## config.mk

```make
export PLATFORM = sky130hd
export DESIGN_NAME = seq_alu
export DESIGN_NICKNAME = d
export VERILOG_FILES = /design/src/rtl/alu_pkg.sv /design/src/rtl/seq_mul_core.sv /design/src/rtl/seq_alu.sv
export SDC_FILE = /design/constraint.sdc
export NUM_CORES = 1
export LEC_CHECK = 0
export ABC_AREA = 1
export BUFFER_PORTS_ARGS = -buffer_cell sky130_fd_sc_hd__buf_2
export CORE_UTILIZATION = 55
export DETAILED_ROUTE_END_ITERATION = 6
export GPL_TIMING_DRIVEN = 0
export HOLD_SLACK_MARGIN = 0.03
export PLACE_DENSITY_LB_ADDON = 0.1
export SLEW_MARGIN = 20
export SYNTH_ARGS = -nofsm -noshare
export SYNTH_HDL_FRONTEND = slang
export SYNTH_SLANG_ARGS = --single-unit
export TNS_END_PERCENT = 20
```

## constraint.sdc

```tcl
create_clock -name clk -period 9.6 [get_ports clk]
set_input_delay 0.96 -clock clk [delete_from_list [all_inputs] [get_ports clk]]
set_output_delay 0.96 -clock clk [all_outputs]
set_load 0.005 [all_outputs]
```

## src/rtl/alu_pkg.sv

```systemverilog
// Shared encodings for the sequential ALU: opcode classes, function codes and FSM states.
// No logic of its own; imported by seq_alu and seq_mul_core.
package alu_pkg;

    localparam logic [2:0] OP_RTYPE = 3'b000;
    localparam logic [2:0] OP_ITYPE = 3'b001;

    localparam logic [3:0] FC_XOR   = 4'b0000;
    localparam logic [3:0] FC_AND   = 4'b0001;
    localparam logic [3:0] FC_COMP  = 4'b0010;
    localparam logic [3:0] FC_ADD   = 4'b0011;
    localparam logic [3:0] FC_SHLL  = 4'b0100;
    localparam logic [3:0] FC_SHRL  = 4'b0101;
    localparam logic [3:0] FC_SHLLV = 4'b0110;
    localparam logic [3:0] FC_SHRLV = 4'b0111;
    localparam logic [3:0] FC_SHRA  = 4'b1000;
    localparam logic [3:0] FC_SHRAV = 4'b1001;
    localparam logic [3:0] FC_MULU  = 4'b1010;
    localparam logic [3:0] FC_MULS  = 4'b1011;
    localparam logic [3:0] FC_DIVU  = 4'b1100;

    localparam logic [3:0] FC_ADDI  = 4'b0000;
    localparam logic [3:0] FC_COMPI = 4'b0001;

    typedef enum logic [1:0] {
        ST_IDLE = 2'd0,
        ST_MUL  = 2'd1,
        ST_HOLD = 2'd2
    } state_t;

endpackage

```

## src/rtl/seq_mul_core.sv

```systemverilog
// Iterative shift-add multiplier (signed via magnitudes) with optional restoring divider (SEQ_ALU_DIV_EN).
// Latency: WIDTH steps after start; done is high in the cycle the final step is taken.
// Backpressure: none; the caller holds off start while busy and captures product on done.
module seq_mul_core
    import alu_pkg::*;
#(
    parameter int WIDTH = 32
) (
    input  logic               clk,
    input  logic               rst_n,
    input  logic               start,
    input  logic               signed_mode,
`ifdef SEQ_ALU_DIV_EN
    input  logic               div_mode,
`endif
    input  logic [WIDTH-1:0]   a,
    input  logic [WIDTH-1:0]   b,
    output logic               done,
    output logic [2*WIDTH-1:0] product
);
    localparam int CW = $clog2(WIDTH);

    logic               busy;
    logic [CW-1:0]      cnt;
    logic [WIDTH-1:0]   opd;
    logic [2*WIDTH-1:0] acc;
    logic [2*WIDTH-1:0] acc_nx;
    logic               neg;
    logic [WIDTH-1:0]   a_mag;
    logic [WIDTH-1:0]   b_mag;
    logic [WIDTH:0]     sum;
`ifdef SEQ_ALU_DIV_EN
    logic               dmode;
    logic [2*WIDTH:0]   sh;
    logic [WIDTH:0]     diff;
`endif

    // The most-negative value maps to 2^(WIDTH-1), which still fits unsigned.
    assign a_mag = (signed_mode && a[WIDTH-1]) ? (~a + 1'b1) : a;
    assign b_mag = (signed_mode && b[WIDTH-1]) ? (~b + 1'b1) : b;

    always_comb begin
        sum    = {1'b0, acc[2*WIDTH-1:WIDTH]} + (acc[0] ? {1'b0, opd} : {(WIDTH+1){1'b0}});
        acc_nx = {sum, acc[WIDTH-1:1]};
`ifdef SEQ_ALU_DIV_EN
        // acc holds {remainder, quotient}; a zero divisor naturally yields all-ones / a.
        sh   = {acc, 1'b0};
        diff = sh[2*WIDTH:WIDTH] - {1'b0, opd};
        if (dmode) begin
            if (!diff[WIDTH]) begin
                acc_nx = {diff[WIDTH-1:0], sh[WIDTH-1:1], 1'b1};
            end else begin
                acc_nx = sh[2*WIDTH-1:0];
            end
        end
`endif
    end

    assign done    = busy && (cnt == CW'(WIDTH-1));
    assign product = (neg && (acc_nx != '0)) ? (~acc_nx + 1'b1) : acc_nx;

    always_ff @(posedge clk or negedge rst_n) begin
        if (!rst_n) begin
            busy  <= 1'b0;
            cnt   <= '0;
            opd   <= '0;
            acc   <= '0;
            neg   <= 1'b0;
`ifdef SEQ_ALU_DIV_EN
            dmode <= 1'b0;
`endif
        end else if (start) begin
            busy  <= 1'b1;
            cnt   <= '0;
            opd   <= b_mag;
            acc   <= {{WIDTH{1'b0}}, a_mag};
            neg   <= signed_mode & (a[WIDTH-1] ^ b[WIDTH-1]);
`ifdef SEQ_ALU_DIV_EN
            dmode <= div_mode;
`endif
        end else if (busy) begin
            acc <= acc_nx;
            cnt <= cnt + 1'b1;
            if (done) begin
                busy <= 1'b0;
            end
        end
    end

endmodule

```

## src/rtl/seq_alu.sv

```systemverilog
// Handshaked ALU: single-cycle logic/add/shift ops, iterative multiply, optional DIVU (SEQ_ALU_DIV_EN).
// Latency: 1 cycle for single-cycle ops, WIDTH+1 cycles for multiply/divide.
// Backpressure: result held in HOLD until out_ready; in_ready only while IDLE.
module seq_alu
    import alu_pkg::*;
#(
    parameter int WIDTH = 32,
    parameter int SHW   = $clog2(WIDTH)
) (
    input  logic             clk,
    input  logic             rst_n,
    input  logic             in_valid,
    output logic             in_ready,
    input  logic [2:0]       opcode,
    input  logic [3:0]       fcode,
    input  logic [WIDTH-1:0] a,
    input  logic [WIDTH-1:0] b,
    output logic             out_valid,
    input  logic             out_ready,
    output logic [WIDTH-1:0] result,
    output logic [WIDTH-1:0] result_hi,
    output logic             carry,
    output logic             zero,
    output logic             sign,
    output logic             overflow,
    output logic             illegal
);
    state_t             state, state_nx;
    logic               eng_start, eng_done, ld_alu, ld_eng;
    logic [2*WIDTH-1:0] eng_prod;
    logic [WIDTH:0]     add_s;
    logic [SHW-1:0]     shamt;
    logic [WIDTH-1:0]   alu_res;
    logic               alu_c, alu_v, is_add, is_comp;
    logic               dec_ill, dec_mul, dec_signed, dec_div;
    logic               muls_q, div_q, dz_q;
    logic [WIDTH-1:0]   res_q, hi_q;
    logic               c_q, z_q, s_q, v_q, ill_q;

    assign add_s = {1'b0, a} + {1'b0, b};
    assign shamt = b[SHW-1:0];

    always_comb begin
        alu_res    = '0;
        is_add     = 1'b0;
        is_comp    = 1'b0;
        dec_ill    = 1'b0;
        dec_mul    = 1'b0;
        dec_signed = 1'b0;
        dec_div    = 1'b0;
        case (opcode)
            OP_RTYPE: begin
                case (fcode)
                    FC_XOR:             alu_res = a ^ b;
                    FC_AND:             alu_res = a & b;
                    FC_COMP:            is_comp = 1'b1;
                    FC_ADD:             is_add  = 1'b1;
                    FC_SHLL, FC_SHLLV:  alu_res = a << shamt;
                    FC_SHRL, FC_SHRLV:  alu_res = a >> shamt;
                    FC_SHRA, FC_SHRAV:  alu_res = $signed(a) >>> shamt;
                    FC_MULU:            dec_mul = 1'b1;
                    FC_MULS: begin
                        dec_mul    = 1'b1;
                        dec_signed = 1'b1;
                    end
`ifdef SEQ_ALU_DIV_EN
                    FC_DIVU:            dec_div = 1'b1;
`endif
                    default:            dec_ill = 1'b1;
                endcase
            end
            OP_ITYPE: begin
                case (fcode)
                    FC_ADDI:  is_add  = 1'b1;
                    FC_COMPI: is_comp = 1'b1;
                    default:  dec_ill = 1'b1;
                endcase
            end
            default: dec_ill = 1'b1;
        endcase
        if (is_add)  alu_res = add_s[WIDTH-1:0];
        if (is_comp) alu_res = ~b + 1'b1;
        alu_c = is_add & add_s[WIDTH];
        alu_v = is_add & (a[WIDTH-1] == b[WIDTH-1]) & (add_s[WIDTH-1] != a[WIDTH-1]);
    end

    always_ff @(posedge clk or negedge rst_n) begin
        if (!rst_n) state <= ST_IDLE;
        else        state <= state_nx;
    end

    always_comb begin
        state_nx  = state;
        in_ready  = 1'b0;
        out_valid = 1'b0;
        eng_start = 1'b0;
        ld_alu    = 1'b0;
        ld_eng    = 1'b0;
        case (state)
            ST_IDLE: begin
                in_ready = 1'b1;
                if (in_valid) begin
                    if (dec_mul || dec_div) begin
                        eng_start = 1'b1;
                        state_nx  = ST_MUL;
                    end else begin
                        ld_alu   = 1'b1;
                        state_nx = ST_HOLD;
                    end
                end
            end
            ST_MUL: begin
                if (eng_done) begin
                    ld_eng   = 1'b1;
                    state_nx = ST_HOLD;
                end
            end
            ST_HOLD: begin
                out_valid = 1'b1;
                if (out_ready) state_nx = ST_IDLE;
            end
            default: state_nx = ST_IDLE;
        endcase
    end

    seq_mul_core #(.WIDTH(WIDTH)) u_core (
        .clk         (clk),
        .rst_n       (rst_n),
        .start       (eng_start),
        .signed_mode (dec_signed),
`ifdef SEQ_ALU_DIV_EN
        .div_mode    (dec_div),
`endif
        .a           (a),
        .b           (b),
        .done        (eng_done),
        .product     (eng_prod)
    );

    always_ff @(posedge clk or negedge rst_n) begin
        if (!rst_n) begin
            muls_q <= 1'b0;
            div_q  <= 1'b0;
            dz_q   <= 1'b0;
            res_q  <= '0;
            hi_q   <= '0;
            c_q    <= 1'b0;
            z_q    <= 1'b0;
            s_q    <= 1'b0;
            v_q    <= 1'b0;
            ill_q  <= 1'b0;
        end else begin
            if (eng_start) begin
                muls_q <= dec_signed;
                div_q  <= dec_div;
                dz_q   <= (b == '0);
            end
            if (ld_alu) begin
                res_q <= alu_res;
                hi_q  <= '0;
                c_q   <= alu_c;
                v_q   <= alu_v;
                z_q   <= ~dec_ill & (alu_res == '0);
                s_q   <= alu_res[WIDTH-1];
                ill_q <= dec_ill;
            end
            if (ld_eng) begin
                res_q <= eng_prod[WIDTH-1:0];
                hi_q  <= eng_prod[2*WIDTH-1:WIDTH];
                c_q   <= 1'b0;
                ill_q <= 1'b0;
                // Divide reports quotient-only zero and is unsigned; multiply uses the full product.
                if (div_q) begin
                    v_q <= dz_q;
                    z_q <= (eng_prod[WIDTH-1:0] == '0);
                    s_q <= 1'b0;
                end else begin
                    v_q <= 1'b0;
                    z_q <= (eng_prod == '0);
                    s_q <= muls_q & eng_prod[2*WIDTH-1];
                end
            end
        end
    end

    assign result    = res_q;
    assign result_hi = hi_q;
    assign carry     = c_q;
    assign zero      = z_q;
    assign sign      = s_q;
    assign overflow  = v_q;
    assign illegal   = ill_q;

endmodule

```

==> summary.txt <==
Most frequent cell on the critical path: nand2_1
Total grt overflow: 0
Vias in the first global route: 25.1k
Detailed-routed wire length on met2: 43,700 um
Slew HR: 15.0%
Final period util: 57.5%
Req. time, crit path: 9.96 ns
R2R cell count: 29
Port bufs: 145
GPL Wtd Cong: 1.11
Longest Clk Path Bufs: 2
Initial Util: 55.8%
Setup-failing EPs final: 0
First-pass GRT wire length: 153,000 um
Compound-Gate Fraction of Synth Area: 17.5%
Antenna viol nets, final: 0
Post-CTS Hold Buffers: 0
Largest net degree at the start of global routing: 90
Die height: 198 um
DRT Pass-1 Iters: 7
Power, Total: 0.00448 W
Total Wirelength: 104,000 um
Leakage: 12.1 nW
Primary FF master, synth: dfrtp_1
Clk_lat worst skew: 0.46 ns
CTS tree: done
Hold slack final: 0.485 ns
Crit path max fanout: 10
Clock period minus worst slack: 5.52 ns
Max layer used: met5
Worst slew pin tran: 1.26 ns
Max H-tree Level: 4
Clock tree sinks: 175
DR WL/cell: 23.6 um
FMAX: 181 MHz
Synth Cell Area: 21,000 um^2
P&R area growth vs syn: 9.52%
CP Capture Type: flip-flop
Hold Path Stages: 2
Total CTS buffers: 17
Mux share of post-synthesis cell area: 0.286%
Final Skew: 0.0125 ns
Setup bufs post-CTS: 0
Synthesized net count: 3,856
Row count: 71
DRT met1 WL: 35,700 um
Post-synthesis xor/xnor area fraction: 3.37%
Vias: 27.2k
Post-Synth Simple-Gate Area: 42.9%
Peak VDD IR: 137 uV
Yosys cell types: 50
Detailed Place HPWL: 84,600 um
Initial DRC Count: 3,742
Critical Path AT: 5.87 ns
Slew Viols, Final: 0
Fill cells: 3,873
CP max stage delay: 0.71 ns
Cells after synthesis: 3,709
Avg Inst Size Synth: 5.67 um^2
Core Region: 37,700 um^2
Share of layout cells above drive strength 1: 7.38%
Post-route DRC violation count: 0
GRT Overall Usage: 53.0%
Die Wd: 198 um
Max Cap Viol: 0
Seq/Total Area, Yosys: 20.8%
Post-synth ARST share: 100%
Nets@finish: 4,021
WS Path Type: reg2reg
Worst hold path type: reg2reg
Slowest CP cell: o21ai_0
DP Cell Count: 4,366
Critical path startpoint category: flip-flop
Post-synthesis sequential element count: 175
Met3 wire len: 13,000 um
Number of synthesis warnings: 0
Power Density: 194 nW/um^2
Final hold viol count: 0
Total Neg Setup Slack: 0 ns
DIE AREA: 39,000 um^2
Largest family of logic cells by synthesized area: simple AND/OR/NAND/NOR gates
Fin cells: 4,400
Initial antenna violation count: 2
Root Buffer: clkbuf_16
Status: complete, no violations
Clock transition at path regs: 0.08 ns
RSZ-0062 raised after global routing: no
Post-synth EDFFs: 0
Post-CTS sizing: 0
I/O Pins: 146
Via density: 6.19
Adder-cell share of the synthesized area: 4.36%
==> logic make-up after synthesis <==
group / after synthesis
AND/OR/NAND/NOR: 2156
AO/OA/AOI/OAI: 631
buffers and inverters: 588
flip-flops: 175
XOR/XNOR: 81
adder cells (fa/ha/maj): 72
multiplexers: 6
==> per-stage QoR <==
step                      worst slack (ns)  instance area [um^2]  utilization [%]
after global routing                  3.82                 23000             61.1
after floorplan                       5.63                 21000                -
after detailed placement              3.72                 22400             59.5
after CTS                             4.16                 23000             61.1
final                                 4.08                 23000             61.1
after global placement                3.71                 22400             59.4
==> worst max-delay path, delay by kind of cell, from the launching register on <==
family,cells,cell delay (ns)
AND/OR/NAND/NOR,20,2.58
buffers and inverters,5,0.97
AO/OA/AOI/OAI,2,0.76
adder cells (fa/ha/maj),2,0.73
flip-flops,1,0.37
==> flip-flops by register name, indices dropped and copies added (netlist names) <==
| name | count |
|---|---|
| u_core.acc | 64 |
| u_core.cnt | 5 |
| u_core.opd | 32 |
| result | 32 |
| u_core.busy | 1 |
| zero | 1 |
| sign | 1 |
| muls_q | 1 |
| overflow | 1 |
| u_core.neg | 1 |
| result_hi | 32 |
| illegal | 1 |
| state | 2 |
| carry | 1 |
==> final timing paths <==
kind,to,slack [ns],start
worst max-delay path,zero,4.08,u_core.acc[0]
worst min-delay path,illegal,0.48,illegal
max in group asynchronous,u_core.acc[23],8.19,rst_n
worst min register to register,illegal,0.48,illegal
worst max register to register,zero,4.08,u_core.acc[0]
min in group asynchronous,u_core.acc[58],0.51,rst_n
==> layout make-up <==
cell class / count / area, um^2 / area share [%]
antenna: 2 / 5.00 / 0.0217
buffer: 139 / 572 / 2.48
clock buffer: 17 / 425 / 1.85
clock inverter: 15 / 169 / 0.734
inverter: 449 / 1690 / 7.32
multi-input combinational: 2946 / 14400 / 62.5
sequential: 175 / 4380 / 19.0
tap: 511 / 639 / 2.78
timing repair buffer: 146 / 763 / 3.31
==> power by group <==
| group | switching [W] | internal, W |
|---|---|---|
| sequential | 0.000138 | 0.000888 |
| combinational | 0.00199 | 0.000751 |
| clock | 0.000360 | 0.000349 |
| total | 0.00249 | 0.00199 |
==> synthesized netlist by cell type (8+ instances only) <==
cell type  instances  share of area, %
a21oi_1          163               3.9
a221oi_1          10              0.42
a22o_1            29               1.2
a22oi_1           25              0.89
buf_1             24              0.43
buf_2             10              0.24
clkbuf_1         100               1.8
clkinv_1           9              0.16
dfrtp_1          175                21
ha_1              70               4.2
inv_1            430               7.7
inv_2             10              0.18
nand2_1         1286                23
nand2_2           27              0.80
nand3_1          328               7.8
nand3_2           10              0.48
nand3b_1           8              0.29
nand4_1           39               1.2
nor2_1           349               6.2
nor2_2            18              0.54
nor3_1            42               1.0
nor4_1            17              0.51
o211ai_1          21              0.75
o21a_1            20              0.71
o21ai_0          285               6.8
o21ai_1            8              0.19
o21bai_1          10              0.36
o221ai_1          31               1.3
or2_2             20              0.60
xnor2_1            8              0.33
xor2_1            73               3.0
==> routing by layer <==
metal,up-vias,global-route usage [%]
met5,-,0
met4,4,48.7
met3,592,13.2
met2,2016,80.5
li1,12400,-
met1,12200,61.5
==> placed cells by master (no fill, tap or decap), drive strengths merged, types with 31 or more instances in the layout <==
| master | n |
|---|---|
| nand2 | 1315 |
| inv | 446 |
| nor2 | 368 |
| nand3 | 338 |
| o21ai | 293 |
| buf | 185 |
| dfrtp | 175 |
| a21oi | 166 |
| clkbuf | 117 |
| xor2 | 73 |
| ha | 70 |
| nor3 | 44 |
| nand4 | 39 |
| o221ai | 31 |
No activity file was read; power rests on OpenSTA's default activity.
